<file path="src/rtl/mm_seq_pkg.sv">
// Shared types and width helpers for the tile sequencer.
//   state_e     : sequencer FSM states
//   idx_w()     : index width for a count of n items (minimum 1 bit)
//   LOAD_IDX_W, SEL_W, WAIT_W : widths for the default configuration
package mm_seq_pkg;

  typedef enum logic [2:0] {
    IDLE  = 3'd0,
    LOAD  = 3'd1,
    WAIT  = 3'd2,
    STORE = 3'd3,
    DONE  = 3'd4
  } state_e;

  function automatic int idx_w(input int n);
    return (n <= 2) ? 1 : $clog2(n);
  endfunction

  localparam int LOAD_IDX_W = idx_w(8);   // 8 operand registers
  localparam int SEL_W      = idx_w(4);   // 4 results per tile
  localparam int WAIT_W     = idx_w(16);  // compute wait 0..15

endpackage

</file>
<file path="src/rtl/mm_step_counter.sv">
// Wrapping step counter used for the load, wait and store phases.
//   i_clk, i_rst_n : clock, async active-low reset
//   i_en           : advance one step (wraps to 0 after MAX-1)
//   i_clr          : synchronous clear, wins over i_en
//   o_nxt          : value the counter will hold after this edge
//   o_tc           : current value is the last step (MAX-1)
module mm_step_counter import mm_seq_pkg::*; #(
  parameter int MAX = 4,
  parameter int W   = idx_w(MAX)
) (
  input  logic         i_clk,
  input  logic         i_rst_n,
  input  logic         i_en,
  input  logic         i_clr,
  output logic [W-1:0] o_nxt,
  output logic         o_tc
);

  logic [W-1:0] r_cnt;
  logic [W-1:0] w_nxt;

  assign o_tc  = (r_cnt == W'(MAX - 1));
  assign o_nxt = w_nxt;

  always_comb begin
    w_nxt = r_cnt;
    if (i_clr)      w_nxt = '0;
    else if (i_en)  w_nxt = o_tc ? '0 : r_cnt + 1'b1;
  end

  always_ff @(posedge i_clk or negedge i_rst_n) begin
    if (!i_rst_n) r_cnt <= '0;
    else          r_cnt <= w_nxt;
  end

endmodule

</file>
<file path="src/rtl/mm_tile_sequencer.sv">
// Multi-tile matrix-multiply sequencer: per tile, NUM_LOAD one-hot operand
// loads, COMPUTE_WAIT idle cycles, then NUM_STORE result stores.
//   i_clk, i_rst_n  : clock, async active-low reset (aborts a run, no done)
//   i_start         : begin run, sampled only in IDLE; latches i_num_tiles
//   i_num_tiles     : tiles to run (0 -> straight to done)
//   i_stall         : memory not ready; freezes sequencer, masks strobes
//   o_busy, o_done  : busy from accepted start until done; done one-cycle pulse
//   o_we            : one-hot operand write enable
//   o_data_we       : memory store enable
//   o_store_sel     : result mux select; o_column is its MSB
//   o_next_row      : advance source-row address on last load of each row
// Optional: MM_TILE_SEQ_PERF_EN adds o_cycle_cnt / o_stall_cnt (busy cycles,
// busy&&stall cycles; cleared on accepted start, held after done).
module mm_tile_sequencer import mm_seq_pkg::*; #(
  parameter  int NUM_LOAD      = 8,
  parameter  int LOADS_PER_ROW = 2,
  parameter  int NUM_STORE     = 4,
  parameter  int COMPUTE_WAIT  = 0,
  parameter  int TILE_W        = 8,
  localparam int LD_W          = idx_w(NUM_LOAD),
  localparam int ST_W          = idx_w(NUM_STORE),
  localparam int WT_MAX        = (COMPUTE_WAIT > 0) ? COMPUTE_WAIT : 1,
  localparam int WT_W          = idx_w(WT_MAX)
) (
  input  logic                 i_clk,
  input  logic                 i_rst_n,
  input  logic                 i_start,
  input  logic [TILE_W-1:0]    i_num_tiles,
  input  logic                 i_stall,
  output logic                 o_busy,
  output logic                 o_done,
  output logic [NUM_LOAD-1:0]  o_we,
  output logic                 o_data_we,
  output logic [ST_W-1:0]      o_store_sel,
  output logic                 o_next_row,
  output logic                 o_column
`ifdef MM_TILE_SEQ_PERF_EN
  ,
  output logic [31:0]          o_cycle_cnt,
  output logic [31:0]          o_stall_cnt
`endif
);

  state_e              r_state;
  logic [TILE_W-1:0]   r_tiles;
  logic                r_busy, r_done, r_data_we, r_next_row;
  logic [NUM_LOAD-1:0] r_we;
  logic [ST_W-1:0]     r_store_sel;

  logic                w_go;
  logic [LD_W-1:0]     w_ld_nxt;
  logic                w_ld_tc;
  logic [WT_W-1:0]     w_wt_nxt_unused;  // wait phase only needs the terminal flag
  logic                w_wt_tc;
  logic [ST_W-1:0]     w_st_nxt;
  logic                w_st_tc;
  logic [NUM_LOAD-1:0] w_we_nxt;
  logic                w_nrow_nxt;

  assign w_go = (r_state == IDLE) && i_start;

  // Counters only advance in their own phase and only when not stalled.
  // Each wraps to 0 on its last step, so it is already at step 0 whenever
  // its phase is next entered.
  mm_step_counter #(.MAX(NUM_LOAD)) u_ld_cnt (
    .i_clk(i_clk), .i_rst_n(i_rst_n),
    .i_en((r_state == LOAD) && !i_stall), .i_clr(w_go),
    .o_nxt(w_ld_nxt), .o_tc(w_ld_tc)
  );

  mm_step_counter #(.MAX(WT_MAX)) u_wt_cnt (
    .i_clk(i_clk), .i_rst_n(i_rst_n),
    .i_en((r_state == WAIT) && !i_stall), .i_clr(w_go),
    .o_nxt(w_wt_nxt_unused), .o_tc(w_wt_tc)
  );

  mm_step_counter #(.MAX(NUM_STORE)) u_st_cnt (
    .i_clk(i_clk), .i_rst_n(i_rst_n),
    .i_en((r_state == STORE) && !i_stall), .i_clr(w_go),
    .o_nxt(w_st_nxt), .o_tc(w_st_tc)
  );

  // Strobes for the load step about to be presented.
  always_comb begin
    w_we_nxt           = '0;
    w_we_nxt[w_ld_nxt] = 1'b1;
  end
  assign w_nrow_nxt = ((int'(w_ld_nxt) % LOADS_PER_ROW) == (LOADS_PER_ROW - 1));

  always_ff @(posedge i_clk or negedge i_rst_n) begin
    if (!i_rst_n) begin
      r_state     <= IDLE;
      r_tiles     <= '0;
      r_busy      <= 1'b0;
      r_done      <= 1'b0;
      r_we        <= '0;
      r_data_we   <= 1'b0;
      r_store_sel <= '0;
      r_next_row  <= 1'b0;
    end else begin
      case (r_state)
        IDLE: if (i_start) begin
          r_tiles <= i_num_tiles;
          if (i_num_tiles == '0) begin
            r_state <= DONE;
            r_done  <= 1'b1;
          end else begin
            r_state    <= LOAD;
            r_busy     <= 1'b1;
            r_we       <= w_we_nxt;
            r_next_row <= w_nrow_nxt;
          end
        end
        LOAD: if (!i_stall) begin
          if (w_ld_tc) begin
            r_we       <= '0;
            r_next_row <= 1'b0;
            if (COMPUTE_WAIT > 0) begin
              r_state <= WAIT;
            end else begin
              r_state     <= STORE;
              r_data_we   <= 1'b1;
              r_store_sel <= '0;
            end
          end else begin
            r_we       <= w_we_nxt;
            r_next_row <= w_nrow_nxt;
          end
        end
        WAIT: if (!i_stall && w_wt_tc) begin
          r_state     <= STORE;
          r_data_we   <= 1'b1;
          r_store_sel <= '0;
        end
        STORE: if (!i_stall) begin
          if (!w_st_tc) begin
            r_store_sel <= w_st_nxt;
          end else begin
            r_data_we   <= 1'b0;
            r_store_sel <= '0;
            r_tiles     <= r_tiles - TILE_W'(1);
            if (r_tiles == TILE_W'(1)) begin
              r_state <= DONE;
              r_busy  <= 1'b0;
              r_done  <= 1'b1;
            end else begin
              // next tile starts immediately, no gap cycle
              r_state    <= LOAD;
              r_we       <= w_we_nxt;
              r_next_row <= w_nrow_nxt;
            end
          end
        end
        DONE: begin
          r_state <= IDLE;
          r_done  <= 1'b0;
        end
        default: r_state <= IDLE;
      endcase
    end
  end

  // Stall masks the strobes combinationally; the select lines keep their value.
  assign o_we        = i_stall ? '0 : r_we;
  assign o_data_we   = r_data_we  & ~i_stall;
  assign o_next_row  = r_next_row & ~i_stall;
  assign o_store_sel = r_store_sel;
  assign o_column    = r_store_sel[ST_W-1];
  assign o_busy      = r_busy;
  assign o_done      = r_done;

`ifdef MM_TILE_SEQ_PERF_EN
  logic [31:0] r_cycle_cnt, r_stall_cnt;

  always_ff @(posedge i_clk or negedge i_rst_n) begin
    if (!i_rst_n) begin
      r_cycle_cnt <= '0;
      r_stall_cnt <= '0;
    end else if (w_go) begin
      r_cycle_cnt <= '0;
      r_stall_cnt <= '0;
    end else if (r_busy) begin
      r_cycle_cnt <= r_cycle_cnt + 32'd1;
      if (i_stall) r_stall_cnt <= r_stall_cnt + 32'd1;
    end
  end

  assign o_cycle_cnt = r_cycle_cnt;
  assign o_stall_cnt = r_stall_cnt;
`endif

endmodule

</file>
<file path="config.mk">
export PLATFORM = sky130hd
export DESIGN_NAME = mm_tile_sequencer
export DESIGN_NICKNAME = d
export VERILOG_FILES = /design/src/rtl/mm_seq_pkg.sv /design/src/rtl/mm_step_counter.sv /design/src/rtl/mm_tile_sequencer.sv
export SDC_FILE = /design/constraint.sdc
export NUM_CORES = 1
export LEC_CHECK = 0
export CORE_MARGIN = 2
export CORE_UTILIZATION = 40
export CTS_CLUSTER_DIAMETER = 100
export DETAILED_ROUTE_END_ITERATION = 7
export PLACE_DENSITY_LB_ADDON = 0.05
export SLEW_MARGIN = 10
export SYNTH_ARGS = -nofsm -noshare
export SYNTH_HDL_FRONTEND = slang
export SYNTH_SLANG_ARGS = --single-unit
export TNS_END_PERCENT = 30
</file>
<file path="constraint.sdc">
create_clock -name i_clk -period 4.6 [get_ports i_clk]
set_input_delay 0.92 -clock i_clk [delete_from_list [all_inputs] [get_ports i_clk]]
set_output_delay 0.92 -clock i_clk [all_outputs]
set_load 0.03 [all_outputs]
</file>
==> impl_metrics.py <==
metrics = {
    "clock_tree": {
        "clock_sinks": 30,
        "cts_setup_buffers": 0,
        "root_buffer": "clkbuf_8",
        "numCtsBuffers": 5,
        "cts_resized": 0,
        "clk_latency_ns": 0.29,
        "holdBufCountCts": 0,
        "cts.path.max_buffers": 2,
        "cts_tree": "built",
        "clk_pin_slew_ns": 0.07,
        "cts_max_level": 2,
    },
    "route": {
        "post-route-drc-count": 0,
        "drt-total-wl_mm": 4.53,
        "ant_nets": 0,
        "drtPass1Iterations": 4,
        "via_count": 1658,
        "drt_iter0_drc": 64,
        "routed_via_density": 5.88,
        "avgRoutedWirePerCell_um": 16.1,
    },
    "synth": {
        "ys_types": 48,
        "ys.flop_type": "dfrtp_1",
        "synth_mux_area_share_pct": 10.7,
        "yosysSeqAreaShare_pct": 38.6,
        "synth_fa_ha_area_share_pct": 3.22,
        "syn_area_um2": 1940,
        "yosysWarnings": 0,
        "synth_edf_count": 0,
        "synth_top_cell_by_area": "dfrtp_1",
        "ys_top_cells_by_area": "dfrtp_1, mux2i_1, nor2_1",
        "syn-instance-count": 206,
        "synth_common_cells": "dfrtp_1, nor2_1, o21ai_0, a21oi_1, mux2i_1",
        "synth_xor_area_share_pct": 0,
        "synth_fp_nets": 223,
        "synth_top_cell_area_share_pct": 38.6,
        "synth-compound-area-share_pct": 18.4,
        "synth.avg_cell_area_um2": 9.44,
        "async_flop_share_pct": 100,
        "synth.most_common_cell": "dfrtp_1",
        "yosys.area_share.simple_pct": 23.7,
        "synth_top_family_by_area": "simple AND/OR/NAND/NOR gates",
        "ys_ff_latch": 30,
    },
    "finish": {
        "diodes": 0,
        "drive_gt1_share_pct": 9.65,
        "finalNetCount": 244,
        "area_growth_pct": 18.7,
        "final_util_pct": 49.2,
        "fin_cells": 282,
    },
    "run_status": {
        "status": "completed",
    },
    "worst_setup_path": {
        "required_ns": 3.68,
        "cp-start-kind": "input port",
        "crit_buf_inv": 2,
        "cpPeakStageDelay_ns": 0.72,
        "path_common_cell": "clkdlybuf4s50_1",
        "end_kind": "output port",
        "crit_arrival_ns": 2.61,
        "cp_top_family": "buffers and inverters",
        "r2r-start": "r_state[1]$_DFFE_PN0P_",
        "rrSetupSlack_ns": 2.24,
        "cp_slowest_cell": "clkdlybuf4s50_1",
        "criticalPathCategory": "in -> out",
        "r2r_cells": 4,
        "rr_endpoint": "r_we[3]$_DFFE_PN0P_",
        "crit_fanout": 19,
        "crit_chain": "clkdlybuf4s50_1 -> nor2b_1 -> clkdlybuf4s50_1",
    },
    "sta": {
        "fin_crit_ns": 3.53,
        "skew_ns": 0.00812,
        "slew_viol_final": 0,
        "worstMarginPinSlew_ns": 0.682,
        "setup_viol": 0,
        "slew_headroom_pct": 54.6,
        "timing.fmax_mhz": 283,
        "post-route-period-util_pct": 76.7,
        "setup_tns_ns": 0,
        "rsz0062_at_grt": "no",
        "final_hold_viol_count": 0,
    },
    "pwr": {
        "power_density_nw_per_um2": 564,
        "fin_total_pwr_w": 0.00130,
        "p_leak_nw": 0.942,
        "ir_drop_v": 0.000184,
    },
    "global_route": {
        "grtUsageTotal_pct": 18.9,
        "grt_pass1_vias": 1641,
        "antenna_found_initial": 0,
        "gr-total-overflow": 0,
        "grt_pass1_wl_mm": 7.83,
        "grt_max_degree": 31,
    },
    "hold_path": {
        "hold_start": "r_we[0]$_DFFE_PN0P_",
        "hp-class": "reg -> reg",
        "holdPathEnd": "r_we[0]$_DFFE_PN0P_",
        "holdPathStages": 1,
    },
    "die": {
        "core_um2": 4690,
        "die_area_um2": 5430,
        "die_w_um": 73.7,
        "boundaryPins": 27,
        "row_count": 25,
        "die_y_um": 73.7,
        "initial_core_util_pct": 41.4,
    },
    "placement": {
        "dp.cells": 274,
        "place.gp.congestion": 0.762,
        "port_buffers": 26,
        "hpwl_mm": 3.22,
    },
    "job": {
        "cap_violations": 0,
    },
}
==> cell families (layout without fill, tap and decap cells) <==
logic type,after synthesis,after routing
adder cells (fa/ha/maj),5,5
multiplexers,18,18
AND/OR/NAND/NOR,80,80
flip-flops,30,30
buffers and inverters,20,42
AO/OA/AOI/OAI,53,53
==> flip-flops by register name, summed over array words and instances, names as in the netlist <==
signal	count
r_tiles	8
r_we	8
r_state	3
u_ld_cnt.r_cnt	3
o_store_sel	2
u_st_cnt.r_cnt	2
o_busy	1
o_done	1
r_data_we	1
r_next_row	1
==> through the flow <==
stage / hold slack (ns) / instance area [µm²] / setup slack [ns]
after floorplan: 0.464 / 1940 / 2.00
after global placement: 0.483 / 2210 / 1.16
after detailed placement: 0.492 / 2210 / 1.06
after CTS: 0.508 / 2310 / 1.05
after global routing: 0.520 / 2310 / 0.953
final: 0.504 / 2310 / 1.07
==> cell usage in the layout (no fill, tap or decap), drive strengths merged, types with 3 or more instances in the layout <==
master and n:
or3 3, or4 3, a22oi 3, o211ai 5, ha 5, nor3 8
clkdlybuf4s50 26, nand3b 3, a21oi 11, clkbuf 6, dfrtp 30, nand2b 5
nand2 7, nor4bb 3, o22ai 3, mux2 6, inv 6, mux2i 12
nand3 5, o21ai 15, nor2b 8, nor2 22
==> worst register-to-register path, cell delays in order, from the launching register on <==
cell      delay, ns
dfrtp_1        0.63
or4b_1         0.85
mux2i_4        0.33
nor4bb_1       0.30
mux2_4         0.19
==> worst max path at each step <==
stage	to	depth (start not counted)	start	slack (ns)
after global routing	o_data_we	3	i_stall	0.95
after floorplan	o_data_we	3	i_stall	2.00
after detailed placement	o_next_row	3	i_stall	1.06
final	o_next_row	3	i_stall	1.07
after CTS	o_next_row	3	i_stall	1.05
after global placement	o_data_we	3	i_stall	1.16
==> layer usage <==
layer	up-vias	share of wire (%)	global-route usage, %
met5	-	0	0
met3	8	4.1	4.39
met4	0	1.5	7.47
met2	43	50	31.6
li1	813	-	-
met1	794	44	23.4
==> layout make-up <==
class                           count  area [µm²]
Sequential cell                    30         751
Clock inverter                      2        12.5
Fill cell                         463        2380
Timing Repair Buffer               28         275
Inverter                            6        22.5
Tap cell                           54        67.6
Multi-Input combinational cell    156        1100
Clock buffer                        6        82.6
==> power by group <==
part	switching [W]	internal (W)
Sequential	0.000102	0.000353
Combinational	0.000332	0.000286
Clock	0.000109	0.000120
Total	0.000542	0.000759
Power figures use the tool's default switching activity.
